### src/rtl/ts_32to8.sv
// ts_32to8: packet words {sof,data[31:0]} to byte stream {sof,byte}.
// Build option TS_32TO8_RESYNC_EN: a sof word outside HDR restarts the packet.
module ts_32to8 #(
  parameter int FIFO_DEPTH = 64
) (
  input  logic        clk_main,
  input  logic        rst,
  input  logic [32:0] ts_din,
  input  logic        ts_din_en,
  output logic        ts_din_rdy,
  output logic [8:0]  ts_dout,
  output logic        ts_dout_en,
  output logic [15:0] drop_cnt
);

  localparam int AW = $clog2(FIFO_DEPTH);
  localparam int CW = AW + 1;
  localparam logic [CW-1:0] RDY_MAX = CW'(FIFO_DEPTH - 3);
  localparam logic [CW-1:0] FULL    = CW'(FIFO_DEPTH);
  localparam logic [5:0]    PAY_LAST = 6'd46;

  typedef enum logic [2:0] {
    S_HDR,
    S_PID,
    S_GBE,
    S_IP,
    S_PORT,
    S_PAY
  } state_e;

  // nb holds the byte count minus one
  typedef struct packed {
    logic        sof;
    logic [1:0]  nb;
    logic [31:0] data;
  } ent_t;

  state_e      state_q, state_d;
  logic [5:0]  pay_q, pay_d;

  logic        hdr_word;
  logic        wr_req;
  ent_t        wr_ent;
  logic        bad_drop;
  logic        sync_drop;

  ent_t        mem [FIFO_DEPTH];
  logic [AW-1:0] wr_ptr_q, wr_ptr_d;
  logic [AW-1:0] rd_ptr_q, rd_ptr_d;
  logic [CW-1:0] cnt_q, cnt_d;
  logic        ovf;
  logic        wr_do;
  logic        pop;
  ent_t        head;

  ent_t        cur_q, cur_d;
  logic        vld_q, vld_d;
  logic [1:0]  idx_q, idx_d;
  logic        last;
  logic [1:0]  sel;
  logic [7:0]  cur_byte;

  logic [8:0]  dout_q, dout_d;
  logic        dout_en_q, dout_en_d;
  logic        rdy_q, rdy_d;
  logic [15:0] drop_q, drop_d;
  logic [16:0] drop_sum;

`ifdef TS_32TO8_RESYNC_EN
  assign hdr_word = ts_din[32];
`else
  assign hdr_word = ts_din[32] && (state_q == S_HDR);
`endif

  always_ff @(posedge clk_main) begin
    if (rst) begin
      state_q <= S_HDR;
      pay_q   <= '0;
    end else begin
      state_q <= state_d;
      pay_q   <= pay_d;
    end
  end

  always_comb begin
    state_d = state_q;
    pay_d   = pay_q;
    if (ts_din_en) begin
      if (hdr_word) begin
        state_d = S_PID;
        pay_d   = '0;
      end else begin
        unique case (state_q)
          S_HDR:  state_d = S_HDR;
          S_PID:  state_d = S_GBE;
          S_GBE:  state_d = S_IP;
          S_IP:   state_d = S_PORT;
          S_PORT: state_d = S_PAY;
          S_PAY: begin
            if (pay_q == PAY_LAST) begin
              state_d = S_HDR;
              pay_d   = '0;
            end else begin
              pay_d = pay_q + 6'd1;
            end
          end
          default: state_d = S_HDR;
        endcase
      end
    end
  end

  always_comb begin
    wr_req    = 1'b0;
    wr_ent    = '0;
    bad_drop  = 1'b0;
    sync_drop = 1'b0;
    if (ts_din_en) begin
      if (hdr_word) begin
        wr_req         = 1'b1;
        wr_ent.sof     = 1'b1;
        wr_ent.nb      = 2'd0;
        wr_ent.data    = {24'h0, ts_din[7:0]};
        sync_drop      = (state_q != S_HDR);
      end else begin
        unique case (state_q)
          S_HDR: bad_drop = 1'b1;
          S_PID, S_PORT: begin
            wr_req      = 1'b1;
            wr_ent.nb   = 2'd1;
            wr_ent.data = {16'h0, ts_din[15:0]};
          end
          S_GBE: begin
            wr_req      = 1'b1;
            wr_ent.nb   = 2'd0;
            wr_ent.data = {24'h0, ts_din[7:0]};
          end
          S_IP, S_PAY: begin
            wr_req      = 1'b1;
            wr_ent.nb   = 2'd3;
            wr_ent.data = ts_din[31:0];
          end
          default: bad_drop = 1'b1;
        endcase
      end
    end
  end

  // Overflowed words are lost but the parser has already advanced
  assign ovf   = wr_req && (cnt_q == FULL);
  assign wr_do = wr_req && !ovf;
  assign head  = mem[rd_ptr_q];

  always_ff @(posedge clk_main) begin
    if (wr_do) begin
      mem[wr_ptr_q] <= wr_ent;
    end
  end

  always_comb begin
    wr_ptr_d = wr_do ? wr_ptr_q + 1'b1 : wr_ptr_q;
    rd_ptr_d = pop ? rd_ptr_q + 1'b1 : rd_ptr_q;
    cnt_d    = cnt_q;
    unique case ({wr_do, pop})
      2'b10:   cnt_d = cnt_q + 1'b1;
      2'b01:   cnt_d = cnt_q - 1'b1;
      default: cnt_d = cnt_q;
    endcase
  end

  assign last     = (idx_q == cur_q.nb);
  assign pop      = (cnt_q != '0) && (!vld_q || last);
  assign sel      = cur_q.nb - idx_q;
  assign cur_byte = cur_q.data[{sel, 3'b000} +: 8];

  always_comb begin
    cur_d = cur_q;
    vld_d = vld_q;
    idx_d = idx_q;
    if (pop) begin
      cur_d = head;
      vld_d = 1'b1;
      idx_d = 2'd0;
    end else if (vld_q && !last) begin
      idx_d = idx_q + 2'd1;
    end else if (vld_q) begin
      vld_d = 1'b0;
    end
  end

  always_comb begin
    dout_en_d = vld_q;
    dout_d    = vld_q ? {cur_q.sof, cur_byte} : 9'h000;
    rdy_d     = (cnt_q <= RDY_MAX);
    drop_sum  = {1'b0, drop_q}
              + 17'(ovf)
              + 17'(bad_drop)
              + 17'(sync_drop);
    drop_d    = drop_sum[16] ? 16'hFFFF : drop_sum[15:0];
  end

  always_ff @(posedge clk_main) begin
    if (rst) begin
      wr_ptr_q  <= '0;
      rd_ptr_q  <= '0;
      cnt_q     <= '0;
      cur_q     <= '0;
      vld_q     <= 1'b0;
      idx_q     <= 2'd0;
      dout_q    <= 9'h000;
      dout_en_q <= 1'b0;
      rdy_q     <= 1'b1;
      drop_q    <= 16'h0000;
    end else begin
      wr_ptr_q  <= wr_ptr_d;
      rd_ptr_q  <= rd_ptr_d;
      cnt_q     <= cnt_d;
      cur_q     <= cur_d;
      vld_q     <= vld_d;
      idx_q     <= idx_d;
      dout_q    <= dout_d;
      dout_en_q <= dout_en_d;
      rdy_q     <= rdy_d;
      drop_q    <= drop_d;
    end
  end

  assign ts_dout    = dout_q;
  assign ts_dout_en = dout_en_q;
  assign ts_din_rdy = rdy_q;
  assign drop_cnt   = drop_q;

endmodule

### config.mk
export PLATFORM = sky130hd
export DESIGN_NAME = ts_32to8
export DESIGN_NICKNAME = d
export VERILOG_FILES = /design/src/rtl/ts_32to8.sv
export SDC_FILE = /design/constraint.sdc
export NUM_CORES = 2
export LEC_CHECK = 0
export BUFFER_PORTS_ARGS = -buffer_cell sky130_fd_sc_hd__buf_2
export CORE_MARGIN = 2
export CORE_UTILIZATION = 30
export CTS_CLUSTER_DIAMETER = 120
export DETAILED_ROUTE_END_ITERATION = 8
export GPL_TIMING_DRIVEN = 0
export HOLD_SLACK_MARGIN = 0.03
export SYNTH_ARGS = -nofsm -noshare
export SYNTH_HDL_FRONTEND = slang
export SYNTH_SLANG_ARGS = --single-unit
### constraint.sdc
create_clock -name clk_main -period 5.1 [get_ports clk_main]
set_input_delay 0.765 -clock clk_main [delete_from_list [all_inputs] [get_ports clk_main]]
set_output_delay 0.765 -clock clk_main [all_outputs]
set_load 0.02 [all_outputs]
# Word-level counts from Yosys, hierarchy flattened

Memories as Yosys holds them, arrays and structs flattened. A register that Yosys moved wholly into a read port is not among the register bits.
Cells that the tools add are included.

Bitwise logic cells: 1
Reductions and logical operators: 21
Add/subtract/negate cells: 10
Shift operators: 1
Mux-type cells: 24
Magnitude comparators: 1
Equality and inequality tests: 12

Operators with widths:

| kind                                                                             | number |
|---|---|
| 34-bit one-hot mux with 3 select lines                                           | 1 |
| 35-bit 2-to-1 mux                                                                | 1 |
| 17-bit by 1-bit adder with 17-bit output                                         | 2 |
| 34-bit 2-to-1 mux                                                                | 1 |
| 32-bit by 6-bit indexed part select with 8-bit output                            | 1 |
| 6-bit by 1-bit adder with 6-bit output, second input constant                    | 3 |
| 6-bit 2-to-1 mux                                                                 | 3 |
| 16-bit by 1-bit adder with 17-bit output                                         | 1 |
| 16-bit 2-to-1 mux                                                                | 1 |
| 3-bit one-hot mux with 5 select lines                                            | 1 |
| 7-bit one-hot mux with 2 select lines                                            | 1 |
| 1-bit 2-to-1 mux                                                                 | 13 |
| 2-bit OR reduction                                                               | 4 |
| 7-bit by 1-bit adder with 7-bit output, second input constant                    | 1 |
| 7-bit == test, second input constant                                             | 1 |
| 7-bit by 6-bit less-or-equal comparator with 1-bit output, second input constant | 1 |
| 7-bit nonzero test                                                               | 1 |
| 7-bit by 1-bit subtractor with 7-bit output, second input constant               | 1 |
| 3-bit by 2-bit == test with 1-bit output, second input constant                  | 2 |
| 3-bit == test, second input constant                                             | 2 |
| 6-bit == test, second input constant                                             | 1 |
| 3-bit 2-to-1 mux                                                                 | 2 |
| 1-bit logical AND                                                                | 5 |
| 5-bit OR reduction                                                               | 1 |
| other kinds (15)                                                                 | 19 |

Output and inout bits: 27
Register bits after elaboration: 58
Word-level logic and storage cells: 82
Memories kept: 1
RAM bits: 2240
Input port bits: 36

Memories:

| memory | depth | bits a word | read ports | clocked after memory_dff | wr ports | line | text |
|---|---|---|---|---|---|---|---|
| mem    | 64    | 35          | 1          | 1                        | 1        | 47   | `ent_t mem [FIFO_DEPTH];` |

# Depth between registers and ports, before layout

Word-level depth: 10
Depth in mapped cells: 15
Mapped depth without buffers: 14

# Worst setup path after synthesis

Ideal clock, no wire load.

Kind: input to register
Start point: in ts_din[32]
End point: mem mem[48][0] in the netlist's numbering, enable pin
Data required time: 4.673 ns
Cell stages on the path: 8
Path slack: 1.151 ns
Path buffers: 1
Library setup time: 0.427 ns
Arrival: 3.522 ns
Cells stage by stage: nor2_1 > a221oi_2 > and2_0 > clkbuf_1 > inv_1 > nor2_1 > nand2_1 > nor2_1

Word-level cells in the longest chain between the ends: 8

RTL lines:

| what                                     | line | text |
|---|---|---|
| start, declared                          | 8    | `input logic [32:0] ts_din,` |
| 1-bit logical AND *                      | 72   | `assign hdr_word = ts_din[32] && (state_q == S_HDR);` |
| 1-bit 2-to-1 mux *                       | 119  | `if (hdr_word) begin` |
| 1-bit 2-to-1 mux *                       | 118  | `if (ts_din_en) begin` |
| 1-bit logical AND                        | 150  | `assign ovf = wr_req && (cnt_q == FULL);` |
| 1-bit zero test                          | 151  | `assign wr_do = wr_req && !ovf;` |
| 1-bit logical AND *                      | 151  |  |
| 1-bit 2-to-1 mux *                       | 155  | `if (wr_do) begin` |
| 1-bit 2-to-1 mux (not written as such) * | 156  | `mem[wr_ptr_q] <= wr_ent;` |
| end, declared                            | 47   |  |

Every way passes the cells marked *; elsewhere a longest branch is shown, timed or not.

# Worst setup path in the final report

Start point: reg state_q[2]
End point: mem mem[3][18] in the netlist's numbering, enable pin

Word-level cells in the longest chain between the ends: 10
Elaborated cells on any way between the ends: 16
Those cells by class: eq/ne: 5; mux: 5; reduce/logical: 6

RTL lines:

| what                                                                   | line | text |
|---|---|---|
| start, declared                                                        | 38   | `state_e state_q, state_d;` |
| start signal, assigned                                                 | 80   | `state_q <= state_d;` |
| 3-bit by 2-bit == test with 1-bit output, or another cell as far along | 126  | `unique case (state_q)` |
| 5-bit OR reduction (no line)                                           | --   |  |
| 1-bit 2-to-1 mux                                                       | 126  |  |
| 1-bit 2-to-1 mux *                                                     | 119  |  |
| 1-bit 2-to-1 mux *                                                     | 118  |  |
| 1-bit logical AND                                                      | 150  |  |
| 1-bit zero test                                                        | 151  |  |
| 1-bit logical AND *                                                    | 151  |  |
| 1-bit 2-to-1 mux *                                                     | 155  |  |
| 1-bit 2-to-1 mux (not written as such) *                               | 156  |  |

Marked as above.

==> results.txt <==
The die is 551 um wide. The proportion of netlist area held by the largest area contributor is between 70% and 80%. Buffers inserted to repair hold after CTS numbered 0. Before CTS, the worst setup slack after placement is between 0.1 and 0.15 ns. The async set or reset register ratio after synthesis is 0%.

The leakage power of the design is about 33 nW. The share of the yosys chip area belonging to registers is between 70% and 80%. Synthesis produced a netlist with a net count of 4276. The core area is just under 300000 sq um. The run finished, with violations left. Across all setup checks in the final design, the least slack found is roughly 0.43 ns. The clock sink count is ~2300. For this run, the leading register cell type out of synthesis is sky130_fd_sc_hd__edfxtp_1.

Data on the critical path arrives at its endpoint at roughly 5.2 ns. Counting I/O delays and the setup requirement, the final critical path takes about 4.7 ns. The final worst-path cycle share came out at between 90% and 100%.

The power density normalized to cell area is approximately 440 nW/um^2. At the end of routability-driven placement, the weighted congestion stood at between 0.9 and 1. The clock transition at the registers of the reported paths is approximately 0.060 ns.

The placed cell count is ~8400. Entering global routing, the biggest net connects between 70 and 80 pins. The TritonCTS clock tree is done. The final count of hold timing violations came to 0. The detailed-route DRC error count is 0.

The number of failing setup endpoints in the final timing report is 0. The peak fanout along the critical path came out at 19. The total wire length came out at 282000 um. Counting instances in the post-synthesis netlist gives the leading cell types as 2240 x sky130_fd_sc_hd__edfxtp_1, 503 x sky130_fd_sc_hd__mux4_2, 279 x sky130_fd_sc_hd__mux2i_1.

The post-route netlist has 26.2% of its cells at a drive strength greater than 1. From synthesis to final layout, the design area changed by 18.0%. The count of TritonRoute iterations in the first routing pass came out at 6. After synthesis, the cell types taking the most area are sky130_fd_sc_hd__edfxtp_1 75%, sky130_fd_sc_hd__mux4_2 13%, sky130_fd_sc_hd__mux2i_1 3.1%. The final clock skew is about 0.067 ns. For flop-to-flop paths, the worst setup slack is between 0.4 and 0.5 ns. The violation count after the first detailed-route iteration came out at roughly 7400. The worst hold path belongs to the class in2reg. The first global-routing pass estimated 383000 um of wire. The post-synthesis cell count came out at ~4200. The flip-flop and latch count after synthesis is 2333.

The worst slew slack as a fraction of its limit is -1.54%. For this configuration, the core starts out at a cell density of between 30% and 40%. The number of different library cells in the post-synthesis netlist is 65. The post-synthesis instance area is ~90000 sq um. The cell sitting at the root of the clock tree is a sky130_fd_sc_hd__clkbuf_16.

The post-placement cell area came out at 98600 sq um. The chip height came out at around 550 um. Setup repair after global routing left no endpoint under its margin. STA classifies the critical path endpoint as a flop. The total global-route track usage came out at a little under a fifth. The ratio of routed vias to standard cells is 5.38. During I/O placement, the number of pins put on the boundary was 63. The mean instance size in the synthesized netlist came out at 21.3 sq um. The detail route stage leaves a number of antenna-violating nets equal to 0. The area of the die is between 300000 and 400000 sq um. Data on the critical path is required at its endpoint by between 5 and 6 ns. The post-CTS setup buffer count came out at 0. The worst setup path category is reg2reg.

The worst-case clock buffer depth came out at 3. The sum of overflow across all layers after global routing came out at 0. VDD sags by at most 0.295 mV. The worst setup path is launched from a flop. The checks that failed: capacitance limit, slew limit. The top achievable clock speed is 214 MHz.

The floorplan row count came out at 200. The clock insertion delay at the later pin of the skew report is ~0.91 ns. Once detailed placement completed, the half-perimeter wirelength came to between 150000 and 200000 um. The number of maximum-capacitance constraint violations came out at 1. The via count of the first global-routing pass is between 40000 and 50000. For the pin with the worst max-slew slack, the measured transition is ~1.5 ns. The number of pins exceeding their max-slew limit in the final report came out at 11. The biggest area consumer among synthesized cells is sky130_fd_sc_hd__edfxtp_1.

During synthesis, Yosys emitted a total of 0 warnings. The maximum level of the CTS H-tree came out at 4. Gates resized during post-CTS repair numbered 0. The final instance count without filler cells came out at ~8800. The initial antenna violation count came out at 15. The via total after detailed routing is about 47000.

The final-stage net count came out at between 4000 and 5000. The post-layout utilization of the core came out at 35.6%. TritonCTS created about 230 clock buffers. Yosys instantiated no cell more often than sky130_fd_sc_hd__edfxtp_1. The final design instance area without fill is roughly 110000 sq um. The number of port buffers is 62. The routed length per instance is 32.1 um. The number of enable flip-flop cells after synthesis is roughly 2200.
sequential cells by signal, indices dropped and copies added, names as in the netlist:
signal and cells:
idx_q 2, wr_ptr_q 6, dout_en_d 1, ts_dout_en 1
mem 2240, ts_dout 9, ts_din_rdy 1, cnt_q 7
state_q 3, cur_q 35, drop_cnt 16, pay_q 6
rd_ptr_q 6
path summary, 6_finish.rpt:
path | from | endpoint | cells after the start
max reg2reg | state_q[2] | mem[3][18] | 10
min reg2reg | cur_q[12] | cur_q[12] | 1
max | state_q[2] | mem[3][18] | 10
min | ts_din_en | state_q[0] | 3
final cells by class:
cell class | instances | area (sq um)
inverters | 19 | 71.3
clock inverters | 121 | 1230
plain buffers | 234 | 1280
multi-input cells | 1638 | 19900
fillers | 27200 | 191000
diodes | 11 | 27.5
well taps | 3939 | 4930
repair buffers | 208 | 3330
flip-flops and latches | 2333 | 69100
clock buffers | 303 | 6070
logic make-up after synthesis:
group | count (synthesis) | share of synthesized area, %
buffers and inverters | 253 | 1.49
other | 1 | 0.00418
adders and majority gates | 16 | 0.248
DFF | 2333 | 77.0
and+or+nand+nor | 442 | 2.28
muxes | 788 | 15.8
AOI/OAI and AO/OA | 361 | 2.91
xor gates and xnor gates | 30 | 0.293
routing by layer:
layer / GRT usage (%) / vias up / wire (um)
met5: 0 / - / 60
met2: 29.1 / 2913 / 132000
met3: 4.24 / 586 / 29900
met1: 24.1 / 25300 / 108000
met4: 7.48 / 8 / 12700
li1: - / 18500 / -
stage by stage:
| step | total power [mW] | hold WS (ns) | setup TNS, ns |
|---|---|---|---|
| 2_1_floorplan | 26.9 | 0.430 | 0 |
| 3_3_place_gp | 29.9 | 0.439 | -8273.34 |
| 3_5_place_dp | 30.0 | 0.457 | 0 |
| 4_1_cts | 46.3 | 0.140 | 0 |
| 5_1_grt | 47.3 | 0.192 | 0 |
| 6_report | 46.2 | 0.198 | 0 |
report_power, final:
part	internal [mW]	switching (mW)	leakage (nW)	total, mW
Sequential	21.1	0.175	21.8	21.2
Clock	9.13	7.39	3.56	16.5
Combinational	3.34	5.06	7.61	8.40
cell usage in the layout (no fill, tap or decap), drive strengths merged, types with 12 or more instances in the layout:
cell | netlist | layout
a22oi | 32 | 32
inv | 19 | 29
mux4 | 503 | 503
a21oi | 76 | 76
a211oi | 52 | 52
o21ai | 24 | 24
bufinv | 0 | 14
and2 | 47 | 47
o221ai | 54 | 54
nor2 | 202 | 202
xnor2 | 12 | 12
a221o | 13 | 13
clkinv | 0 | 94
buf | 143 | 350
a2111oi | 32 | 32
ha | 13 | 13
nand2 | 64 | 64
xor2 | 18 | 18
clkbuf | 91 | 394
a211o | 19 | 19
o22ai | 27 | 27
mux2i | 279 | 279
edfxtp | 2240 | 2240
dfxtp | 93 | 93
nand3 | 22 | 22
nor3 | 38 | 38
nor2b | 25 | 25
critical path, stage by stage (launching register included):
cell and delay [ns]:
sky130_fd_sc_hd__dfxtp_1 0.31, sky130_fd_sc_hd__buf_2 0.20, sky130_fd_sc_hd__nor2_1 0.11, sky130_fd_sc_hd__a221oi_2 0.57, sky130_fd_sc_hd__and2_0 0.40, sky130_fd_sc_hd__clkbuf_1 0.30
sky130_fd_sc_hd__inv_1 0.24, sky130_fd_sc_hd__nor2_1 0.30, sky130_fd_sc_hd__nand2_1 0.55, sky130_fd_sc_hd__nor2_4 1.03, sky130_fd_sc_hd__buf_12 0.29
Power figures use the tool's default switching activity.
